--- src/rtl/ray_point_add_pkg.sv ---
// ray_point_add_pkg: shared Q16.16 vector widths, limits and types for the ray-point adder
package ray_point_add_pkg;
    localparam int FX_W = 32;
    localparam int FX_FRAC = 16;
    localparam int NUM_COMP = 3;
    localparam int VEC_W = FX_W * NUM_COMP;
    localparam logic [FX_W-1:0] FX_MAX = 32'h7FFFFFFF;
    localparam logic [FX_W-1:0] FX_MIN = 32'h80000000;
    localparam int MUL_LATENCY = 7;
    typedef logic [FX_W-1:0] fx_t;
    typedef logic [VEC_W-1:0] vec_t;
endpackage

--- src/rtl/fixed_add_sat.sv ---
// fixed_add_sat: combinational Q16.16 adder with signed overflow detect and optional clamp
module fixed_add_sat
    import ray_point_add_pkg::*;
#(
    parameter bit SATURATE = 1'b1
) (
    input  fx_t  a,
    input  fx_t  b,
    output fx_t  r,
    output logic ovf
);
    fx_t s;
    assign s = a + b;
    assign ovf = (a[FX_W-1] == b[FX_W-1]) && (s[FX_W-1] != a[FX_W-1]);
    assign r = (SATURATE && ovf) ? (a[FX_W-1] ? FX_MIN : FX_MAX) : s;
endmodule

--- src/rtl/ray_point_add.sv ---
// ray_point_add: queues ray origins and emits registered saturating o + d*t per returning product
module ray_point_add
    import ray_point_add_pkg::*;
#(
    parameter int DEPTH = 8,
    parameter bit SATURATE = 1'b1
) (
    input  logic                         clk,
    input  logic                         rst,
    input  logic                         issue,
    input  logic [VEC_W-1:0]             issue_o,
    input  logic                         mul_valid,
    input  logic [VEC_W-1:0]             mul_r,
    output logic                         out_valid,
    output logic [VEC_W-1:0]             out_p,
    output logic [NUM_COMP-1:0]          sat,
    output logic [$clog2(DEPTH+1)-1:0]   level,
    output logic                         err_overflow,
    output logic                         err_underflow
);
    localparam int AW = $clog2(DEPTH);
    localparam int LW = $clog2(DEPTH + 1);
    if (DEPTH < MUL_LATENCY + 1 || (DEPTH & (DEPTH - 1)) != 0) begin : g_depth_check
        $error("DEPTH must be a power of 2 and at least MUL_LATENCY+1");
    end
    vec_t mem [DEPTH];
    logic [AW-1:0] wptr, rptr;
    logic empty, full, do_push, do_pop;
    vec_t head, sum;
    logic [NUM_COMP-1:0] ovf;
    assign empty = level == '0;
    assign full = level == LW'(DEPTH);
    // an empty queue never bypasses: a pop with nothing queued is an underflow
    assign do_pop = mul_valid && !empty;
    assign do_push = issue && (!full || do_pop);
    assign head = mem[rptr];
    for (genvar i = 0; i < NUM_COMP; i++) begin : g_add
        fixed_add_sat #(.SATURATE(SATURATE)) u_add (
            .a  (head[FX_W*i +: FX_W]),
            .b  (mul_r[FX_W*i +: FX_W]),
            .r  (sum[FX_W*i +: FX_W]),
            .ovf(ovf[i])
        );
    end
    always_ff @(posedge clk) begin
        if (do_push) mem[wptr] <= issue_o;
    end
    always_ff @(posedge clk) begin
        if (rst) begin
            wptr <= '0;
            rptr <= '0;
            level <= '0;
            out_valid <= 1'b0;
            out_p <= '0;
            sat <= '0;
            err_overflow <= 1'b0;
            err_underflow <= 1'b0;
        end else begin
            wptr <= wptr + AW'(do_push);
            rptr <= rptr + AW'(do_pop);
            level <= level + LW'(do_push) - LW'(do_pop);
            out_valid <= do_pop;
            if (do_pop) begin
                out_p <= sum;
                sat <= ovf;
            end
            if (issue && !do_push) err_overflow <= 1'b1;
            if (mul_valid && empty) err_underflow <= 1'b1;
        end
    end
endmodule

--- config.mk ---
export PLATFORM = sky130hd
export DESIGN_NAME = ray_point_add
export DESIGN_NICKNAME = d
export VERILOG_FILES = /design/src/rtl/ray_point_add_pkg.sv /design/src/rtl/fixed_add_sat.sv /design/src/rtl/ray_point_add.sv
export SDC_FILE = /design/constraint.sdc
export NUM_CORES = 1
export LEC_CHECK = 0
export BUFFER_PORTS_ARGS = -buffer_cell sky130_fd_sc_hd__buf_2
export CAP_MARGIN = 20
export CORE_MARGIN = 2
export CORE_UTILIZATION = 25
export CTS_BUF_LIST = sky130_fd_sc_hd__clkbuf_4 sky130_fd_sc_hd__clkbuf_8
export DETAILED_ROUTE_END_ITERATION = 16
export SYNTH_ARGS = -nofsm -noshare
export SYNTH_HDL_FRONTEND = slang
export SYNTH_SLANG_ARGS = --single-unit
--- constraint.sdc ---
create_clock -name clk -period 9.6 [get_ports clk]
set_input_delay 1.92 -clock clk [delete_from_list [all_inputs] [get_ports clk]]
set_output_delay 1.92 -clock clk [all_outputs]
set_load 0.02 [all_outputs]
# Word level (Yosys, flattened, before mapping)
# Memories as Yosys holds them, arrays and structs flattened. A register that Yosys moved wholly into a read port is not among the register bits.
# Index checks and enable logic that the tools add are counted.
# word_totals
ff_bits	112
ram_bits	768
output_inout_bits	106
wordCells	44
mem_count	1
# classes
n_addsub	7
n_eq_ne	7
n_mux	9
n_reduce_logical	12
# memory_table
name	depth	word_bits	read_ports	rd_clocked_by_memory_dff	wr	line	rtl
mem	8	96	1	1	1	ray_point_add.sv:26	vec_t mem [DEPTH];
# ops
operator	count
32-bit two-way mux	6
32-bit adder	3
1-bit logical AND	7
3-bit by 1-bit adder with 3-bit output	2
4-bit by 1-bit adder with 4-bit output	1
4-bit == test (second input constant)	1
4-bit logical NOT	1
4-bit by 1-bit subtractor with 4-bit output	1
1-bit == test	3
1-bit logical NOT	3
3-bit two-way mux	1
1-bit != test	3
1-bit two-way mux	2
1-bit logical OR	1

# Logic depth before layout (Yosys ltp)
# Gate-level depths: netlist (run 1).
# logic_depth
word_depth	7
ltp_mapped	18
ltp_nobuf	14

# Modules after synthesis
# Synthesis (run 1) repeated with hierarchy kept, for this count alone.
# hier_totals
cells_unflattened	2481
area_unflattened_um2	39359.0
# modules_own_cells
mod	instances	cells_each	area_each_um2	seq_area_each_um2
ray_point_add	1	1636	33188.1	25304.3
fixed_add_sat at g_add[0].u_add ...	2	273	2030.7	0.0
fixed_add_sat at g_add[2].u_add	1	299	2109.5	0.0

# Worst setup path before layout (run 1)
# No wires, ideal clock.
# synth_path
path_type	input to register
start	input mul_valid
end	memory mem[0][0] in the netlist's numbering, enable pin
arrival_time_ns	9.011
required_ns	8.931
setup_slack_ns	-0.080
cell_stages	4
path_buffers	0
path_cell_list	nand2_1 > a31oi_1 > nand2b_1 > nor3_1
# synth_via
elab_chain_cells	5
# synth_lines
element	line	rtl
start: declaration	ray_point_add.sv:12	input logic mul_valid,
1-bit logical AND	ray_point_add.sv:34	assign do_pop = mul_valid && !empty;
1-bit logical OR	ray_point_add.sv:35	assign do_push = issue && (!full || do_pop);
1-bit logical AND	ray_point_add.sv:35	
1-bit two-way mux	ray_point_add.sv:46	if (do_push) mem[wptr] <= issue_o;
1-bit two-way mux (implied by the code)	ray_point_add.sv:46	
end: declaration	ray_point_add.sv:26	
# No other way between the ends.

==> metrics, run 1 <==
clock sinks just under 900; number of synthesized flops with an enable pin around 770; clk slew on worst S/H paths about 0.060 ns; DRC 0; Slew HR 0.347; Via density approximately 4.6; cell taking the most area after synthesis edfxtp_1; Max Cap Violations 0; TritonCTS clock tree yes; RSZ-0062 raised after global routing false; Pins Over Slew Limit 0; hold_buf cts 0; post-CTS sizing 0; routed len/inst 22.9 um; post-synthesis instance total about 2300; LEAKAGE 15.2 nW; hold_ws a little under 0.5 ns; Hold WC Path Type reg -> reg; total grt overflow 0; Most used DFF post-synth edfxtp_1; Pwr Density roughly 300 nW/um^2; gpl congestion between 0.8 and 0.9; synth top area cells edfxtp_1 62%, mux4_2 12%, dfxtp_1 6.0%; Final Skew approximately 0.05 ns; first-pass GRT wire length approximately 150000 um; CP Max Fanout 32; Final Cycle Share 0.645; total track usage 0.140; Total Wirelength approximately 110000 um; Critical Path AT 6.93 ns; CORE AREA roughly 150000 um^2; largest net degree at the start of global routing 97; via count 21800; port buffer count roughly 300; post-CTS setup buffers 0; Critical Path RT 10.34 ns; Yosys warnings 0; most used routing layer met2; post-synthesis cell type count 61; Multi-input gate area around 12000 um^2; Post-synth ARST share 0; syn_area_per_cell about 17 um^2; minimum clock period roughly 6.2 ns; clock latency on the worst-skew pair roughly 0.89 ns; Final Setup Violations 0; register area roughly 25000 um^2; status completed; final hold vios 0; Startpoint Class register; Max VDD drop 0.191 mV; setup TNS 0 ns; standard-cell rows about 140; number of global-route vias before repair ~22000; met1 Use GR 0.184; Worst Max-Slew Pin Slew 0.980 ns; Detailed Routing Iterations Pass 1 6; CP Class reg -> reg; initial DRC count approximately 1600; detailed-placement wirelength estimate a little under 70000 um; Setup crit end kind register; met2 Track Usage GR 0.213; Area Growth Syn to Fin 19.0%; die width roughly 390 um; Detail Route Antenna Nets 0; Peak Freq 161 MHz; flop and latch count out of synthesis 880; Fillers around 15000; commonest cells in the netlist 768 x edfxtp_1, 192 x mux4_2, 171 x a21oi_1; # IOs approximately 300; Mapped Area 37400 um^2; clk root buf clkbuf_8; CTS Buf Count approximately 150; grt met3 use 0.0517; Total Nets Final between 2000 and 3000; Initial Util 0.253; Clock Path Buffers 3; layout cells sized above 1 0.322; syn nets around 2600; top cell type's share of synthesized area 0.616; Max H-tree Level 4; initial antenna violation count 48; count leader, synth edfxtp_1; Die Y-Extent 391 um; Die ar. roughly 150000 um^2; sequential area share after synthesis 0.676
-- cell type report --
type,count,area share
diodes,9,0.000506
clock buffers,205,0.0572
clock inverters,63,0.0137
inverters,30,0.00258
multi-input cells,1249,0.262
flip-flops and latches,880,0.568
well taps,1930,0.0542
repair buffers,336,0.0413
-- kinds of logic after synthesis --
kind of cell             Yosys count  share of synthesized area
adder cells (fa/ha/maj)          106                     0.0362
multiplexers                     288                      0.144
AND/OR/NAND/NOR                  396                     0.0481
buffers and inverters            137                     0.0138
AO/OA/AOI/OAI                    372                     0.0610
flip-flops                       880                      0.676
XOR/XNOR                          87                     0.0204
-- routing by layer --
| layer | wire length (um) | vias to the layer above | share of wire |
|---|---|---|---|
| li1 | - | 9820 | - |
| met1 | 47300 | 11000 | 0.44 |
| met2 | 47900 | 695 | 0.45 |
| met3 | 9220 | 222 | 0.086 |
| met4 | 2830 | 48 | 0.026 |
| met5 | 328 | - | 0.0031 |
-- report_power, final --
| part | leakage, nW | internal (W) | switching [W] |
|---|---|---|---|
| sequential | 7.90 | 0.00457 | 0.000258 |
| combinational | 5.63 | 0.00195 | 0.00285 |
| clock | 1.66 | 0.00200 | 0.00158 |
| total | 15.2 | 0.00852 | 0.00469 |
-- worst max-delay path: stages, from the launching register on --
cell	delay, ns
dfxtp_4	0.82
buf_4	0.66
mux4_2	0.58
mux2_2	0.28
ha_1	0.35
a21oi_1	0.12
a2111oi_2	0.50
nor2_1	0.16
o41a_1	0.45
a21o_1	0.23
o31a_1	0.34
or2_1	0.26
o21ai_4	0.65
nor2_2	0.18
a2111oi_1	0.40
-- registers in the layout, indices dropped and copies added, names as in the netlist --
register       cells
level              4
mem              768
err_underflow      1
out_valid          1
out_p             96
err_overflow       1
rptr               3
wptr               3
sat                3
-- stage by stage --
step / setup WS, ns / total power [W] / instance area, um^2 / instances / utilization
after floorplan: 2.50 / 0.00815 / 37400 / 2266 / -
after global placement: 3.30 / 0.00973 / 41400 / 4424 / 0.279
after detailed placement: 3.28 / 0.00973 / 41400 / 4425 / 0.279
after CTS: 3.23 / 0.0134 / 44500 / 4693 / 0.300
after global routing: 2.97 / 0.0140 / 44600 / 4701 / 0.301
final: 3.41 / 0.0132 / 44600 / 4702 / 0.301
-- cell usage in the layout (no fill, tap or decap), types with 6 or more instances in the layout --
cell type / n
edfxtp_1: 768
nand2b_1: 12
clkbuf_4: 44
clkinv_1: 25
clkbuf_8: 161
o21bai_1: 9
a31oi_1: 12
mux4_2: 192
o21a_1: 8
o31ai_1: 9
xor2_1: 33
bufinv_16: 10
a211oi_1: 14
clkinv_2: 15
nand3_1: 24
o211ai_1: 10
diode_2: 9
a21oi_1: 171
ha_1: 102
buf_2: 300
nor2_1: 149
a21o_1: 36
xnor2_1: 54
buf_4: 30
o22ai_1: 9
nor3_1: 91
and3_1: 9
nor2_4: 6
dfxtp_1: 109
nand4_1: 10
o21ai_0: 52
mux2_2: 95
nor2b_1: 17
inv_1: 28
nand2_1: 60
-- final timing paths --
kind / from / to / slack (ns) / depth (start not counted)
worst min register to register: err_overflow$_SDFFE_PP0P_ / err_overflow$_SDFFE_PP0P_ / 0.48 / 2
worst min-delay path: err_overflow$_SDFFE_PP0P_ / err_overflow$_SDFFE_PP0P_ / 0.48 / 2
worst max register to register: rptr[0]$_SDFF_PP0_ / out_p[29]$_SDFFE_PP0P_ / 3.41 / 14
worst max-delay path: rptr[0]$_SDFF_PP0_ / out_p[29]$_SDFFE_PP0P_ / 3.41 / 14
Note: power is estimated with default switching activity, not from simulation.
==> run 2: changes to the inputs <==
clock period = 5.5 ns   (was 9.6 ns; I/O delays follow)
==> run 2 against run 1 <==
  * Critical endpoint is now out_p[60]$_SDFFE_PP0P_
  * Worst hold slack got worse by 0.0050 ns
  * Sequential share of layout area decreased by 0.61 points
  * Non-clock buffer count increased by 33
  * Die area unchanged
  * Largest cell class unchanged
  * Power increased by 74%
==> metrics, run 2 (synthesis results as in run 1) <==
status completed; DRC 0; Util after Layout 0.304; CP Class reg -> reg; number of global-route vias before repair 22600; Fillers approximately 15000; layout cells sized above 1 0.332; port buffer count 301; hold_buf cts 0; Slew HR 0.319; # IOs just over 300; Setup crit end kind register; biggest regs mem: 768 flops, out_p: 96 flops, level: 4 flops; Worst R2R Setup Slack 0.51 ns; clk root buf clkbuf_8; minimum clock period 4.99 ns; Area Growth Syn to Fin 20.3%; TritonCTS clock tree yes; Placed Cells between 4000 and 5000; Max H-tree Level 4; Startpoint Class register; Final Setup Violations 0; FF-to-FF path depth 16; total grt overflow 0; commonest cells after routing, fill and taps aside 768 x edfxtp_1, 300 x buf_2, 192 x mux4_2; post-CTS setup buffers 0; initial DRC count 1510; CTS Buf Count between 150 and 200; most common cell after layout, fill and taps aside edfxtp_1; Final Power about 0.023 W; Max Cap Violations 0; Pins Over Slew Limit 0; clk slew on worst S/H paths 0.06 ns; Detailed Routing Iterations Pass 1 5; Hold WC Path Type in -> reg; LEAKAGE 15.4 nW; largest register by flop count mem; CP Max Fanout 28; launch point of the worst path rptr[0]$_SDFF_PP0_; Total Nets Final between 2000 and 3000; Clock Path Buffers 3; Final Cycle Share 0.907; Pwr Density 511 nW/um^2; first-pass GRT wire length approximately 160000 um; Critical Path RT 6.26 ns; Initial Util 0.253; standard-cell rows 141; gpl congestion 0.824; Worst Max-Slew Pin Slew approximately 1.0 ns; Critical Path AT roughly 5.8 ns; final hold vios 0; Die Y-Extent about 400 um; total track usage 0.141; Total Wirelength around 110000 um; Peak Freq between 200 and 250 MHz; Critical Path End out_p[60]$_SDFFE_PP0P_; CORE AREA 148000 um^2; clock sinks 880; largest net degree at the start of global routing 81; Die ar. approximately 150000 um^2; die width a little under 400 um; reg-to-reg endpoint out_p[60]$_SDFFE_PP0P_; via count roughly 22000; Detail Route Antenna Nets 0; Via density ~4.6; RSZ-0062 raised after global routing false; detailed-placement wirelength estimate 71800 um; reg2reg start rptr[0]$_SDFF_PP0_; routed len/inst roughly 23 um; clock latency on the worst-skew pair about 0.9 ns; Final Skew ~0.056 ns; post-CTS sizing 0; fin cells approximately 4800; max FFs per register between 700 and 800; initial antenna violation count 44; Max VDD drop between 0.3 and 0.4 mV
## run 2: cell count changes in the layout (fill, tap and decap cells not counted), moves of 2 or more
cell and delta:
bufinv_16 -3, buf_12 +19, clkinv_1 +4, inv_6 +5, diode_2 +3, clkbuf_4 +9, clkinvlp_4 +2, inv_8 -2
clkbuf_8 -4, buf_4 +15
## run 2: per-stage QoR
step                hold slack, ns  area (um^2)  setup WS [ns]  TNS, ns
floorplan                    0.560        37400         -0.783  -457.94
finish                       0.476        45000          0.511        0
CTS                          0.338        45000          0.412        0
global route                 0.405        45000          0.105        0
detailed placement           0.476        41900          0.431        0
global placement             0.457        41900          0.425        0
## run 2: how the worst min path moves through the flow
stage | startpoint | to | slack [ns] | cells past startpoint
floorplan | wptr[2]$_SDFF_PP0_ | wptr[2]$_SDFF_PP0_ | 0.56 | 2
global placement | err_underflow$_SDFFE_PP0P_ | err_underflow$_SDFFE_PP0P_ | 0.46 | 2
detailed placement | out_p[44]$_SDFFE_PP0P_ | out_p[44]$_SDFFE_PP0P_ | 0.48 | 2
CTS | issue_o[6] | mem[1][6]$_DFFE_PP_ | 0.34 | 1
global route | issue_o[7] | mem[7][7]$_DFFE_PP_ | 0.40 | 1
finish | issue_o[11] | mem[4][11]$_DFFE_PP_ | 0.48 | 1
## run 2: power breakdown
part	switching [W]	total [W]	internal (W)
Clock	0.00276	0.00615	0.00338
Sequential	0.000310	0.00828	0.00797
Combinational	0.00504	0.00861	0.00357
Total	0.00811	0.0230	0.0149
## run 2: final cells by class
class                           count  area, um^2  share of cell area
Antenna cell                       12        30.0            0.000667
Clock inverter                     70         594              0.0132
Inverter                           30         115             0.00256
Timing Repair Buffer              369        2320              0.0515
Clock buffer                      210        2560              0.0568
Sequential cell                   880       25300               0.562
Tap cell                         1930        2410              0.0536
Multi-Input combinational cell   1249       11700               0.260
## run 2: worst max-delay path, stage by stage, from the launching register on
cell and delay (ns):
dfxtp_4 0.37, buf_12 0.26, buf_4 0.30, mux4_2 0.53, mux2_2 0.29, ha_1 0.23
fa_1 0.44, a21o_1 0.20, o2bb2ai_1 0.25, a21o_1 0.26, a2111oi_0 0.46, nor3_1 0.15
o31ai_1 0.34, nand2b_1 0.11, a21oi_1 0.20, xor2_1 0.09, a2111oi_0 0.38
## run 2: layer usage
metal / track usage / share of wire / vias up
met3: 0.0505 / 0.080 / 183
met2: 0.220 / 0.46 / 632
li1: - / - / 9922
met1: 0.185 / 0.44 / 11000
met5: 0 / 0.0023 / -
met4: 0.0353 / 0.019 / 42
